<file path="src/rtl/mem_access_ctrl.sv">
// Load/store sequencer between the instruction decoder and a single-port memory.
// Optional request timeout with error pulse is built when MEM_TIMEOUT_EN is defined.
//
// state | meaning
// IDLE  | waiting for a load/store instruction
// REQ   | memReq held high until memAck (or timeout)
// WB    | one-cycle write-back of loadData into R0
// DONE  | one-cycle completion, no new request accepted
// ERR   | timeout abort, memErr pulse (MEM_TIMEOUT_EN only)
module mem_access_ctrl #(
  parameter int unsigned TIMEOUT = 15
) (
  input  logic       clk,
  input  logic       rst,
  input  logic [7:0] instr,
  input  logic       instrValid,
  input  logic [7:0] addrVal,
  input  logic [7:0] r0Val,
  input  logic [7:0] memRdata,
  input  logic       memAck,
  output logic       memReq,
  output logic       memWe,
  output logic [7:0] memAddr,
  output logic [7:0] memWdata,
  output logic [7:0] loadData,
  output logic       loadWe,
  output logic       stall,
  output logic       memErr
);

`ifdef MEM_TIMEOUT_EN
  typedef enum logic [2:0] {S_IDLE, S_REQ, S_WB, S_DONE, S_ERR} state_t;
`else
  typedef enum logic [1:0] {S_IDLE, S_REQ, S_WB, S_DONE} state_t;
`endif

  localparam logic [4:0] OP_LOAD  = 5'd5;
  localparam logic [4:0] OP_STORE = 5'd6;

  state_t     state_q, state_d;
  logic [7:0] addr_q, addr_d;
  logic [7:0] wdata_q, wdata_d;
  logic       we_q, we_d;
  logic       is_load_q, is_load_d;
  logic [7:0] load_data_q, load_data_d;
  logic       is_ld, is_st;

  assign is_ld = (instr[7:3] == OP_LOAD);
  assign is_st = (instr[7:3] == OP_STORE);

`ifdef MEM_TIMEOUT_EN
  logic [7:0] cnt_q, cnt_d;
`endif

  always_ff @(posedge clk) begin
    if (!rst) begin
      state_q     <= S_IDLE;
      addr_q      <= '0;
      wdata_q     <= '0;
      we_q        <= 1'b0;
      is_load_q   <= 1'b0;
      load_data_q <= '0;
`ifdef MEM_TIMEOUT_EN
      cnt_q       <= '0;
`endif
    end else begin
      state_q     <= state_d;
      addr_q      <= addr_d;
      wdata_q     <= wdata_d;
      we_q        <= we_d;
      is_load_q   <= is_load_d;
      load_data_q <= load_data_d;
`ifdef MEM_TIMEOUT_EN
      cnt_q       <= cnt_d;
`endif
    end
  end

  always_comb begin
    state_d     = state_q;
    addr_d      = addr_q;
    wdata_d     = wdata_q;
    we_d        = we_q;
    is_load_d   = is_load_q;
    load_data_d = load_data_q;
`ifdef MEM_TIMEOUT_EN
    cnt_d       = cnt_q;
`endif
    unique case (state_q)
      S_IDLE: begin
        if (instrValid && (is_ld || is_st)) begin
          addr_d    = addrVal;
          wdata_d   = r0Val;
          we_d      = is_st;
          is_load_d = is_ld;
          state_d   = S_REQ;
`ifdef MEM_TIMEOUT_EN
          cnt_d     = '0;
`endif
        end
      end
      S_REQ: begin
        // An ack on the final allowed cycle still wins over the timeout.
        if (memAck) begin
          we_d = 1'b0;
          if (is_load_q) begin
            load_data_d = memRdata;
            state_d     = S_WB;
          end else begin
            state_d = S_DONE;
          end
        end
`ifdef MEM_TIMEOUT_EN
        else if (cnt_q == 8'(TIMEOUT - 1)) begin
          we_d    = 1'b0;
          state_d = S_ERR;
        end else begin
          cnt_d = cnt_q + 8'd1;
        end
`endif
      end
      S_WB:   state_d = S_DONE;
      S_DONE: state_d = S_IDLE;
`ifdef MEM_TIMEOUT_EN
      S_ERR:  state_d = S_DONE;
`endif
      default: state_d = S_IDLE;
    endcase
  end

  assign memReq   = (state_q == S_REQ);
  assign memWe    = we_q;
  assign memAddr  = addr_q;
  assign memWdata = wdata_q;
  assign loadData = load_data_q;
  assign loadWe   = (state_q == S_WB);

`ifdef MEM_TIMEOUT_EN
  assign memErr = (state_q == S_ERR);
`else
  assign memErr = 1'b0;
`endif

  always_comb begin
    stall = 1'b0;
    if (rst) begin
      unique case (state_q)
        S_IDLE:  stall = instrValid && (is_ld || is_st);
        S_DONE:  stall = 1'b0;
        default: stall = 1'b1;
      endcase
    end
  end

endmodule
</file>
<file path="config.mk">
export PLATFORM = sky130hd
export DESIGN_NAME = mem_access_ctrl
export DESIGN_NICKNAME = d
export VERILOG_FILES = /design/src/rtl/mem_access_ctrl.sv
export SDC_FILE = /design/constraint.sdc
export NUM_CORES = 1
export LEC_CHECK = 0
export BUFFER_PORTS_ARGS = -buffer_cell sky130_fd_sc_hd__buf_2
export CAP_MARGIN = 10
export CORE_ASPECT_RATIO = 1.5
export CORE_MARGIN = 2
export CORE_UTILIZATION = 47
export CTS_BUF_LIST = sky130_fd_sc_hd__clkbuf_16
export DETAILED_ROUTE_END_ITERATION = 8
export PLACE_DENSITY = 0.86
export SLEW_MARGIN = 40
export SYNTH_ARGS = -nofsm -noshare
export SYNTH_HDL_FRONTEND = slang
export SYNTH_SLANG_ARGS = --single-unit
</file>
<file path="constraint.sdc">
create_clock -name clk -period 3.7 [get_ports clk]
set_input_delay 0.37 -clock clk [delete_from_list [all_inputs] [get_ports clk]]
set_output_delay 0.37 -clock clk [all_outputs]
set_load 0.005 [all_outputs]
</file>
==> flow_metrics.tcl <==
set metrics [dict create \
    status "completed" \
    first_pass_iters 4 \
    holdPathStages 3 \
    fin_crit_sh_pct 52.57 \
    cp.arrival_ns 1.58 \
    ys_ff_latch 28 \
    cap_viol_max_count 0 \
    finalWorstSetupSlack_ns 1.755 \
    ios 65 \
    cts_hold_buffers 0 \
    setup.worst_path.start "state_q[0]" \
    cts_sinks 28 \
    synth_edf_count 0 \
    overflow 0 \
    syn_inst 116 \
    drc 0 \
    die-height_um 67.16 \
    yosys.area.top_type "dfxtp_1" \
    fin_tns_setup_ns 0 \
    first_global_vias 922 \
    cts.clk_slew.worst_paths_ns 0.06 \
    grt_max_degree 33 \
    syn-num-nets 157 \
    layout_common_cells "buf_2, dfxtp_1, nor2b_1, mux2i_1" \
    p_per_area_nw_per_um2 403.7 \
    drive_gt1_share_pct 38.51 \
    grt_pass1_wl_um 3691 \
    cp.required_ns 3.33 \
    io_buffer_count 60 \
    post-place-ws_ns 2.029 \
    r2r_cells 6 \
    tritoncts "done" \
    cp-end-kind "primary output" \
    hold_path_class "in2reg" \
    synth_top_cell_area_share_pct 44.84 \
    r2r_start "state_q[0]" \
    ir_drop_mv 0.2115 \
    start_util_pct 50.45 \
    start_kind "flop" \
    die_area_um2 3096 \
    post-dp-hpwl_um 1906 \
    via_count 1006 \
    core_area_um2 2477 \
    critPathMaxFanout 7 \
    nFillCells 214 \
    via_per_inst 5.081 \
    yosysWarningCount 0 \
    max_freq_ghz 0.5141 \
    tightest_slew_ns 0.5224 \
    cts_resized 0 \
    placed_cell_area_um2 1550 \
    setup_viol 0 \
    clockRootBuffer "clkbuf_16" \
    gp_congestion 0.7633 \
    async_flop_share_pct 0 \
    antenna_found_initial 0 \
    clockBufferDepth 2 \
    final_common_cell "buf_2" \
    crit_type "reg2out" \
    grt_use_total_pct 15.92 \
    seq_area_frac_synth_pct 44.84 \
    hp-start "memRdata[6]" \
    synthFlopType "dfxtp_1" \
    clock_skew_ns 0.003810 \
    wire_per_inst_um 12.36 \
    syn_avg_cell_area_um2 10.78 \
    synthTopCellsByArea "dfxtp_1, mux2i_1, nor2b_1" \
    clk_latency_ns 0.25 \
    ant_nets 0 \
    leakage_uw 0.0009073 \
    maxSlewViolCount 0 \
    design_area_um2 1625 \
    routed_wl_um 2448 \
    cts_setup_buffers 0 \
    die_x_um 46.11 \
    synth.distinct_cells 26 \
    nNetsFinal 217 \
    slew-limit-headroom_pct 65.07 \
    antenna_cells 0 \
    row_count 22 \
    rsz0062_at_grt "false" \
    ctsHtreeMaxLevel 1 \
    syn2layout_area_growth_pct 30.03 \
    cts_made_buffers 3 \
    drtIter0Drc 9 \
    finalHoldViolations 0 \
    netlist_area_um2 1250 \
    post-route-min-period_ns 1.945 \
]
## cell families (layout without fill, tap and decap cells)
logic type | after synthesis | after routing | synth area share (%)
simple gates | 40 | 40 | 20.32
flops | 28 | 28 | 44.85
compound gates | 8 | 8 | 5.205
mux | 25 | 25 | 20.02
xor+xnor | 1 | 1 | 0.7008
fa+ha+maj | 5 | 5 | 5.005
buf+inv | 8 | 66 | 3.603
other cells | 1 | 1 | 0.3000
## cell usage after synthesis (2+ instances only)
master    number
dfxtp_1       28
inv_1          2
mux2i_1       25
buf_4          2
ha_1           5
nand2_1        5
nor2b_1       26
nand4_1        3
clkbuf_1       3
## critical path, stage by stage (launching register included)
cell,delay (ns)
dfxtp_1,0.38
inv_1,0.11
ha_1,0.30
nand4_1,0.15
o21ai_0,0.10
and2_1,0.16
buf_2,0.12
## flip-flops by register name (all words and copies together) (netlist names)
name	cells
memWe	1
loadData	8
memAddr	8
state_q	2
is_load_q	1
memWdata	8
## worst paths after layout
| path | to | slack [ns] |
|---|---|---|
| setup / recovery | stall | 1.75 |
| hold / removal | loadData[6] | 0.37 |
| setup reg to reg | memAddr[7] | 2.04 |
| hold reg to reg | is_load_q | 0.49 |
## metrics by stage
step,hold WS (ns),power (uW),util [%],cells
after floorplan,0.4546,391.0,-,116
after global placement,0.4798,424.5,62.58,195
after detailed placement,0.4853,431.4,62.58,195
after CTS,0.3660,661.4,65.61,198
after global routing,0.3786,685.1,65.61,198
final,0.3702,656.1,65.61,198
## final cells by class
type / instances / area, um2 / share of cell area (%)
clock buffers: 3 / 75.07 / 4.619
inverters: 2 / 7.507 / 0.4619
multi-input cells: 80 / 644.4 / 39.65
flip-flops and latches: 28 / 560.5 / 34.49
well taps: 24 / 30.03 / 1.848
repair buffers: 61 / 307.8 / 18.94
## report_power, final
part / internal, uW / switching [uW] / total, uW / leakage, uW
Combinational: 53.8 / 53.9 / 108 / 0.000644
Clock: 143 / 88.5 / 231 / 0.0000370
Sequential: 310 / 7.05 / 317 / 0.000226
Total: 507 / 149 / 656 / 0.000907
## per-layer routing
layer	vias up	part of all wire, %	global-route usage [%]
li1	512	-	-
met1	456	40	17.22
met2	36	54	28.65
met3	2	6.2	3.743
met4	0	0.53	6.071
met5	-	0	0
(Power assumes the default switching activity.)
